## config.mk

```make
export PLATFORM = sky130hd
export DESIGN_NAME = fir_output_requantizer
export DESIGN_NICKNAME = d
export VERILOG_FILES = /design/src/rtl/fir_output_requantizer.sv
export SDC_FILE = /design/constraint.sdc
export NUM_CORES = 1
export LEC_CHECK = 0
export CORE_ASPECT_RATIO = 1.75
export CORE_MARGIN = 2
export CORE_UTILIZATION = 51
export CTS_CLUSTER_DIAMETER = 30
export DETAILED_ROUTE_END_ITERATION = 10
export PLACE_DENSITY = 0.76
export SLEW_MARGIN = 25
export SYNTH_ARGS = -nofsm -noshare
export SYNTH_HDL_FRONTEND = slang
export SYNTH_SLANG_ARGS = --single-unit
```

## constraint.sdc

```tcl
create_clock -name clk -period 2.46 [get_ports clk]
set_clock_uncertainty 0.2 [all_clocks]
set_input_delay 0.369 -clock clk [delete_from_list [all_inputs] [get_ports clk]]
set_output_delay 0.369 -clock clk [all_outputs]
set_load 0.03 [all_outputs]
```

## src/rtl/fir_output_requantizer.sv

```systemverilog
// ---------------------------------------------------------------------------
// fir_output_requantizer
//   Takes the wide signed FIR accumulator word and brings it back to sample
//   precision. It applies an arithmetic right shift with round-half-up,
//   saturates the result to OUT_WIDTH and buffers it in a small FIFO. The
//   result is presented on a valid/ready interface. The FIR upstream cannot
//   be stalled, so the block flags lost samples and counts saturations.
//
// Ports:
//   clk             in   single clock, rising edge
//   rst_n           in   asynchronous active-low reset
//   acc_in          in   signed accumulator word (ACC_WIDTH)
//   acc_in_valid    in   one-cycle qualifier for acc_in
//   out_data        out  head-of-FIFO sample, 0 when FIFO empty
//   out_valid       out  FIFO non-empty
//   out_ready       in   consumer accepts out_data on out_valid && out_ready
//   fifo_level      out  current FIFO occupancy
//   sat_count       out  saturated samples since reset/clear, sticks at max
//   overflow_sticky out  a sample was dropped because the FIFO was full
//   clear           in   synchronous clear of sat_count / overflow_sticky
// ---------------------------------------------------------------------------
module fir_output_requantizer #(
    parameter int ACC_WIDTH  = 40,
    parameter int OUT_WIDTH  = 16,
    parameter int SHIFT      = 15,
    parameter int FIFO_DEPTH = 8,
    parameter int CNT_WIDTH  = 16
) (
    input  logic                               clk,
    input  logic                               rst_n,
    input  logic [ACC_WIDTH-1:0]               acc_in,
    input  logic                               acc_in_valid,
    output logic [OUT_WIDTH-1:0]               out_data,
    output logic                               out_valid,
    input  logic                               out_ready,
    output logic [$clog2(FIFO_DEPTH):0]        fifo_level,
    output logic [CNT_WIDTH-1:0]               sat_count,
    output logic                               overflow_sticky,
    input  logic                               clear
);

    localparam int PTR_W = $clog2(FIFO_DEPTH);
    localparam int LVL_W = PTR_W + 1;
    localparam int QW    = ACC_WIDTH + 1;

    // Half an output LSB; zero when no shift is applied.
    localparam logic signed [QW-1:0] ROUND_C =
        (SHIFT == 0) ? {QW{1'b0}} : ({{(QW-1){1'b0}}, 1'b1} << ((SHIFT > 0) ? (SHIFT - 1) : 0));
    localparam logic signed [QW-1:0] Q_MAX = QW'((64'sd1 <<< (OUT_WIDTH - 1)) - 64'sd1);
    localparam logic signed [QW-1:0] Q_MIN = QW'(-(64'sd1 <<< (OUT_WIDTH - 1)));

    // True when the shifted value lies outside the output range.
    function automatic logic is_saturating(input logic signed [QW-1:0] q);
        return (q > Q_MAX) || (q < Q_MIN);
    endfunction

    // Clamp the shifted value to the signed output range.
    function automatic logic [OUT_WIDTH-1:0] saturate(input logic signed [QW-1:0] q);
        logic [OUT_WIDTH-1:0] r;
        if (q > Q_MAX) begin
            r = Q_MAX[OUT_WIDTH-1:0];
        end else if (q < Q_MIN) begin
            r = Q_MIN[OUT_WIDTH-1:0];
        end else begin
            r = q[OUT_WIDTH-1:0];
        end
        return r;
    endfunction

    logic signed [QW-1:0]     sum_s;
    logic signed [QW-1:0]     q_s;
    logic                     s1_valid_r;
    logic signed [QW-1:0]     s1_q_r;
    logic [OUT_WIDTH-1:0]     sat_val_s;
    logic                     sat_event_s;
    logic                     full_s;
    logic                     rd_s;
    logic                     wr_s;
    logic                     drop_s;
    logic [OUT_WIDTH-1:0]     mem_r [FIFO_DEPTH];
    logic [PTR_W-1:0]         wr_ptr_r;
    logic [PTR_W-1:0]         rd_ptr_r;
    logic [LVL_W-1:0]         level_r;
    logic [CNT_WIDTH-1:0]     sat_count_r;
    logic                     overflow_r;

    // Stage-1 rounding add; one extra bit keeps the add from wrapping.
    always_comb begin
        sum_s = $signed({acc_in[ACC_WIDTH-1], acc_in}) + ROUND_C;
        q_s   = sum_s >>> SHIFT;
    end

    // Stage-1 register: shifted value and its valid bit.
    always_ff @(posedge clk or negedge rst_n) begin
        if (!rst_n) begin
            s1_valid_r <= 1'b0;
            s1_q_r     <= '0;
        end else begin
            s1_valid_r <= acc_in_valid;
            if (acc_in_valid) begin
                s1_q_r <= q_s;
            end
        end
    end

    // Stage-2 saturation and FIFO handshake decode. A full FIFO still
    // accepts the write when the head is being read on the same edge.
    always_comb begin
        sat_val_s   = saturate(s1_q_r);
        sat_event_s = s1_valid_r && is_saturating(s1_q_r);
        full_s      = (level_r == LVL_W'(FIFO_DEPTH));
        rd_s        = (level_r != {LVL_W{1'b0}}) && out_ready;
        wr_s        = s1_valid_r && (!full_s || rd_s);
        drop_s      = s1_valid_r && full_s && !rd_s;
    end

    // FIFO storage; stale contents are harmless because the pointers reset.
    always_ff @(posedge clk) begin
        if (wr_s) begin
            mem_r[wr_ptr_r] <= sat_val_s;
        end
    end

    // FIFO pointers and occupancy; pointers wrap naturally (power-of-two depth).
    always_ff @(posedge clk or negedge rst_n) begin
        if (!rst_n) begin
            wr_ptr_r <= '0;
            rd_ptr_r <= '0;
            level_r  <= '0;
        end else begin
            if (wr_s) begin
                wr_ptr_r <= wr_ptr_r + PTR_W'(1);
            end
            if (rd_s) begin
                rd_ptr_r <= rd_ptr_r + PTR_W'(1);
            end
            case ({wr_s, rd_s})
                2'b10:   level_r <= level_r + LVL_W'(1);
                2'b01:   level_r <= level_r - LVL_W'(1);
                default: level_r <= level_r;
            endcase
        end
    end

    // Status: clear wins over same-edge saturation / drop events.
    always_ff @(posedge clk or negedge rst_n) begin
        if (!rst_n) begin
            sat_count_r <= '0;
            overflow_r  <= 1'b0;
        end else if (clear) begin
            sat_count_r <= '0;
            overflow_r  <= 1'b0;
        end else begin
            if (sat_event_s && (sat_count_r != {CNT_WIDTH{1'b1}})) begin
                sat_count_r <= sat_count_r + CNT_WIDTH'(1);
            end
            if (drop_s) begin
                overflow_r <= 1'b1;
            end
        end
    end

    assign out_valid       = (level_r != {LVL_W{1'b0}});
    assign out_data        = out_valid ? mem_r[rd_ptr_r] : {OUT_WIDTH{1'b0}};
    assign fifo_level      = level_r;
    assign sat_count       = sat_count_r;
    assign overflow_sticky = overflow_r;

endmodule

```

==> reports/metrics.cfg <==
[outcome]
failed_checks = setup timing
status = finished with violations

[sta]
final_max_slew_viol_count = 0
final_min_period_over_clock_period_pct = 110.6
setup_viol_count_final = 16
worst_slack_on_hold_paths_ps = 226.5
timing.fmax_ghz = 0.3676
rsz0062_at_grt = true
tightest_slew_ps = 970.2
hold_viol = 0
setup_ws_ps = -260.4
layout_min_cycle_time_ps = 2720
final_tns_setup_ps = -2545
slew-limit-headroom_pct = 35.08

[cts]
tritoncts.num_buffers = 17
cts_root_buf = sky130_fd_sc_hd__clkbuf_16
clk_transition_reported_paths_ps = 70
worstSkewPairLatency_ps = 430
clock_tree_from_tritoncts = built
clk_path_buf_depth = 2
htreeDepth = 4
clock_sinks = 182

[floorplanning]
num_io_pins = 83
rows = 60
vertical_die_dimension_um = 169.3
floorplan.initialDensity_pct = 51.98
floorplan.die_area_mm2 = 0.01666
placeableCoreArea_mm2 = 0.01531
die_width_um = 98.44

[grt]
number_of_antenna_violations_at_the_first_check_in_global_routing = 0
grt_start_max_net_pins = 51
grtUsageTotal_pct = 21.00
number_of_global_route_vias_before_repair = 5215
gr-total-overflow = 0
global_route_wire_length_before_repair_um = 26880

[power_and_ir_drop]
leakage_nw = 3.690
vdd_drop_max_mv = 0.4730
p_per_area_mw_per_mm2 = 1080

[finish]
area.growth.synth_to_final_pct = 28.48
final_design_area_no_fill_mm2 = 0.01023
antenna-diode-count = 0
fraction_of_final_layout_cells_sized_beyond_drive_strength_1_pct = 27.02
finish.net_count = 732

[route]
route.final.wire_length_um = 17220
route.antenna.remaining_nets = 0
vias = 5019
drc_errors = 0
post_drt_via_cell_ratio = 5.716
route.detailed.wl_per_inst_um = 19.61
detailedRoute.firstPassIterationCount = 4
dr.first_iter.drc_count = 278

[yosys]
synth.net_count = 599
synth-edff-count = 128
syn_area_per_cell_um2 = 14.58
syn-cell-area_mm2 = 0.007960
synth_cells = 546
synth.ff_latch_count = 182
synth_sequential_area_ratio_pct = 65.26
yosys_warnings = 0
ys_async_sr_fraction_pct = 29.67
synth.distinct_cells = 44
synth_top_flop_cell = sky130_fd_sc_hd__edfxtp_1

[setup_path]
cp_capture_type = primary output
data_arrival_critical_path_ps = 2150
cp.required_ps = 1890
startpoint_class = flip-flop
timing.critical_path.fanout_max = 7
ff_to_ff_start = fifo_level[1]
crit_type = flip-flop to primary output
regToRegSetupSlack_ps = 80
timing.reg2reg.worst_path_depth = 10
regToRegEndpoint = fifo_level[3]

[place]
place_congestion = 0.8159
portBuffers = 68
dp_hpwl_um = 10830
dpl_cell_area_mm2 = 0.009274

[run]
max_cap_viol_count = 0

[min_path]
min-delay-path-class = input pin to asynchronous set/reset pin

[cell usage after synthesis, drive strengths merged (4+ instances only)]
cell type  number  area share, %
a21oi          37            2.3
and3            4           0.31
buf             8           0.61
clkbuf         17           0.80
dfrtp          54             17
edfxtp        128             48
ha              7            1.1
inv            11           0.52
mux2            5           0.85
mux2i          17            2.1
mux4           32            9.1
nand2          25            1.2
nand3          19            1.2
nand4          14            1.2
nor2           62            2.9
nor2b           5           0.39
nor3            8           0.63
nor4            6           0.97
o21a           15            1.4
o21ai           8           0.50
or3             6           0.47
or4             4           0.42
xnor2          12            1.3
xor2           21            2.3
[metal layers]
metal | vias up | part of all wire [%] | GRT usage, % | wire [um]
li1 | 2337 | - | - | -
met1 | 2544 | 38 | 23.70 | 6594
met4 | 0 | 1.4 | 7.326 | 235
met2 | 116 | 57 | 39.43 | 9893
met5 | - | 0 | 0 | 0
met3 | 22 | 2.9 | 3.748 | 497
[layout by cell type, fill, tap and decap left out, types with 4 or more instances in the layout]
master,netlist,final
sky130_fd_sc_hd__nand4_1,13,13
sky130_fd_sc_hd__o21a_1,15,15
sky130_fd_sc_hd__o21ai_1,6,6
sky130_fd_sc_hd__dfrtp_2,0,4
sky130_fd_sc_hd__ha_1,7,5
sky130_fd_sc_hd__nor3_2,2,5
sky130_fd_sc_hd__dfrtp_1,54,50
sky130_fd_sc_hd__buf_6,2,10
sky130_fd_sc_hd__nand2_1,25,25
sky130_fd_sc_hd__xnor2_1,12,12
sky130_fd_sc_hd__clkbuf_16,0,17
sky130_fd_sc_hd__a21oi_1,37,36
sky130_fd_sc_hd__nor2_1,62,61
sky130_fd_sc_hd__inv_8,0,4
sky130_fd_sc_hd__inv_6,0,4
sky130_fd_sc_hd__clkdlybuf4s50_1,0,50
sky130_fd_sc_hd__buf_12,0,18
sky130_fd_sc_hd__buf_4,0,57
sky130_fd_sc_hd__inv_1,11,10
sky130_fd_sc_hd__mux2i_1,17,14
sky130_fd_sc_hd__or3_1,6,5
sky130_fd_sc_hd__mux4_2,32,32
sky130_fd_sc_hd__xor2_1,21,21
sky130_fd_sc_hd__edfxtp_1,128,128
sky130_fd_sc_hd__and3_1,4,4
sky130_fd_sc_hd__nand3_1,19,19
sky130_fd_sc_hd__nor2b_1,5,4
[registers in the layout (all words and copies together) (netlist names)]
name / count
sat_count: 16
mem_r: 128
rd_ptr_r: 3
wr_ptr_r: 3
s1_q_r: 26
overflow_sticky: 1
fifo_level: 4
s1_valid_r: 1
[layout make-up]
type                    count  area (um^2)
clock buffers              17        425.4
flip-flops and latches    182         5200
repair buffers            139         1436
well taps                 186        232.7
multi-input cells         328         2710
clock inverters            15        181.4
fillers                  1105         5087
inverters                  11        41.29
[kinds of logic (layout without fill, tap and decap cells)]
logic type      after synthesis  after routing  share of synthesized area [%]
fa+ha+maj                     8              8                          1.352
simple gates                166            166                          10.85
xor+xnor                     33             33                          3.631
compound gates               67             67                          4.936
buf+inv                      36            182                          1.933
mux                          54             54                          12.04
flops                       182            182                          65.26
[timing repair]
action,4_1_cts,5_1_grt
endpoints found under the hold margin,21,0
setup buffers,10,14
gates resized for setup,56,22
pin swaps,5,10
hold buffers,1,0
setup endpoints to repair,20,23
gates cloned,0,0
[critical path: stages, from the launching register on]
cell and delay (ps):
sky130_fd_sc_hd__dfrtp_2 400, sky130_fd_sc_hd__buf_6 140, sky130_fd_sc_hd__buf_12 130, sky130_fd_sc_hd__buf_4 110
sky130_fd_sc_hd__mux4_2 520, sky130_fd_sc_hd__mux2i_4 220, sky130_fd_sc_hd__nor2_2 60, sky130_fd_sc_hd__buf_6 140
[where the power goes]
part	total [mW]	leakage [nW]	internal (mW)	switching, mW
clock	2.77	0.293	1.54	1.23
combinational	4.27	1.58	2.13	2.14
sequential	4.00	1.82	3.78	0.224
total	11.0	3.69	7.45	3.59
[stage by stage]
stage          utilization, %  setup WS, ps  std cells  power, mW
2_1_floorplan               -         34.43        546      6.312
3_3_place_gp            60.56        -121.9        821      7.636
3_5_place_dp            60.56        -186.0        821      7.755
4_1_cts                 65.65        -305.9        864      10.81
5_1_grt                 66.78        -330.5        878      11.51
6_report                66.78        -260.4        878      11.04
[how the worst max path moves through the flow]
stage | to | slack (ps) | cells after the start | startpoint
6_report | out_data[0] | -260 | 7 | rd_ptr_r[0]
5_1_grt | out_data[11] | -330 | 7 | rd_ptr_r[0]
4_1_cts | out_data[11] | -310 | 7 | rd_ptr_r[0]
3_5_place_dp | fifo_level[3] | -190 | 11 | out_ready
3_3_place_gp | fifo_level[3] | -120 | 11 | out_ready
2_1_floorplan | fifo_level[3] | 30 | 9 | fifo_level[2]
Power figures use the tool's default switching activity.
==> RTL change, RTL diff (same settings) <==
The parameter `OUT_WIDTH` goes from 16 to 32.
--- a/src/rtl/fir_output_requantizer.sv
+++ b/src/rtl/fir_output_requantizer.sv
@@ -23,3 +23,3 @@
     parameter int ACC_WIDTH  = 40,
-    parameter int OUT_WIDTH  = 16,
+    parameter int OUT_WIDTH  = 32,
     parameter int SHIFT      = 15,
Interface: changed (resized out_data); port bits go from 83 to 99. The function was not compared with the original's and may differ.
==> RTL change against the unedited design <==
  * The run still ends with negative setup slack left
  * Cell count rose by 20%
  * Die area rose by 34%
  * Total power up 56%
  * Global-route usage increased by 1.9 points
  * Setup slack worse by 170 ps
  * Hold slack worse by 97 ps
  * Area after synthesis is 35% higher
  * Sequential cell count increased by 88
  * Routed wire length is 43% higher
  * Combinational power rose by 52%
  * Fmax fell by 5.8%
  * Design area is 35% higher
  * Largest cell class unchanged
==> RTL change: results (changes against the unedited design) <==
run_status:
  status: "finished with violations"
  violations: "negative setup slack"
synth:
  seq_area_frac_synth_pct: 72.9  # +7.7 points
  synth_nets: 655  # +9.3%
  ys_types: 36  # -18%
  postSynth.asyncResetShare_pct: 20.0  # -9.7 points
  synth_top_cells_by_count: "edfxtp_1, nor2_1, dfrtp_1, mux4_2, mux2i_1"
  synth_cells: 606  # +11%
finish:
  fin_nets: 824  # +13%
  final_cell_count_no_fill: 1051  # +20%
  largest_register_ffs: 216  # +69%
  fillers: 1337  # +21%
  final_layout_size_suffix_gt1_share_pct: 32.4  # +5.4 points
timing:
  setup_viol: 32  # +16
  layout_setup_ws_ps: -428  # -167 ps
global_route:
  grt_first_pass_wirelength_mm: 38.0  # +41%
  grt_pass1_vias: 6553  # +26%
worst_setup_path:
  crit_fanout: 8  # +1
  ff2ff_setup_slack_ps: 140  # +60 ps
  timing.rr.end: "fifo_level[2]$_DFFE_PN0P_"
  reg2reg_from: "fifo_level[2]$_DFFE_PN0P_"
  cp.arrival_ps: 2320  # +170 ps
  endpoint: "out_data[20]"
  r2r_cells: 9  # -1
power_and_ir_drop:
  ir_drop_uv: 1500  # +220%
  total_leakage_power_nw: 4.96  # +34%
placement:
  dp_cells: 976  # +19%
  gp_congestion: 0.793  # -2.9%
  dp_slack_ps: -243  # -57.0 ps
clock_tree:
  clock_latency_ps: 560  # +130 ps
  htree_levels: 1  # -3
routing:
  drt-total-wl_mm: 24.6  # +43%
  via_per_inst: 5.89  # +3.0%
  drt_pre_antenna_iters: 5  # +1
min_path:
  hp-class: "input port to flop"
[RTL change: cell types whose count changed after synthesis, sizes merged, moves of 10 or more]
cell,unedited run,this run
edfxtp,128,216
a21oi,37,15
mux4,32,54
xor2,21,3
nand2,25,10
o21a,15,0
a31oi,0,14
nor2b,5,17
mux2i,17,27
[RTL change: worst min path at each step]
stage	startpoint	to	slack, ps	cells past startpoint
floorplan	rst_n	fifo_level[0]$_DFFE_PN0P_	-130	0
global placement	rst_n	sat_count[0]$_DFFE_PN0P_	180	1
detailed placement	rst_n	sat_count[12]$_DFFE_PN0P_	190	1
CTS	acc_in_valid	s1_valid_r$_DFF_PN0_	110	1
global route	acc_in_valid	s1_valid_r$_DFF_PN0_	150	1
finish	acc_in_valid	s1_valid_r$_DFF_PN0_	130	1
[RTL change: final cells by class]
type | count | area [sq um] | area share, %
sequential | 270 | 7850 | 56.7
multi-input combinational | 292 | 2860 | 20.7
tap | 252 | 315 | 2.28
timing repair buffer | 171 | 1750 | 12.6
clock inverter | 21 | 221 | 1.60
clock buffer | 35 | 811 | 5.86
inverter | 10 | 37.5 | 0.271
[RTL change: per-layer routing]
layer	GRT usage [%]	up-vias	part of all wire, %
met3	2.90	60	5.9
li1	-	2711	-
met5	0	-	0
met4	10.1	0	3.7
met2	39.4	263	53
met1	29.1	3153	38
[RTL change: cells by family after synthesis]
logic type | share of synthesized area, %
flip-flops | 72.9
AND/OR/NAND/NOR | 6.37
multiplexers | 14.4
AO/OA/AOI/OAI | 2.46
buffers and inverters | 1.78
XOR/XNOR | 1.63
adder cells (fa/ha/maj) | 0.466
[RTL change: per-stage QoR]
stage | instance area, sq um | setup TNS (ps)
global route | 13800 | -13130
detailed placement | 12500 | -3750
global placement | 12500 | -2870
CTS | 13800 | -12120
finish | 13800 | -10910
floorplan | 10900 | -72.0
[RTL change: worst max-delay path, delay by kind of cell, from the launching register on]
family | cells | cell delay [ps]
buf+inv | 3 | 480
flops | 1 | 500
simple gates | 1 | 90
mux | 2 | 690
[RTL change: timing repair]
| item | 4_1_cts | 5_1_grt |
|---|---|---|
| hold endpoints to repair | 24 | 0 |
| resized for setup | 109 | 8 |
| buffers inserted | 12 | 4 |
| cloned | 4 | 0 |
| pin swaps | 4 | 9 |
| setup endpoints to repair | 34 | 33 |
| hold buffers | 1 | 0 |
[RTL change: where the power goes]
part | total (mW) | internal [mW] | switching, mW
Combinational | 6.50 | 3.08 | 3.43
Sequential | 6.10 | 5.68 | 0.416
Clock | 4.57 | 2.64 | 1.93
Total | 17.2 | 11.4 | 5.77
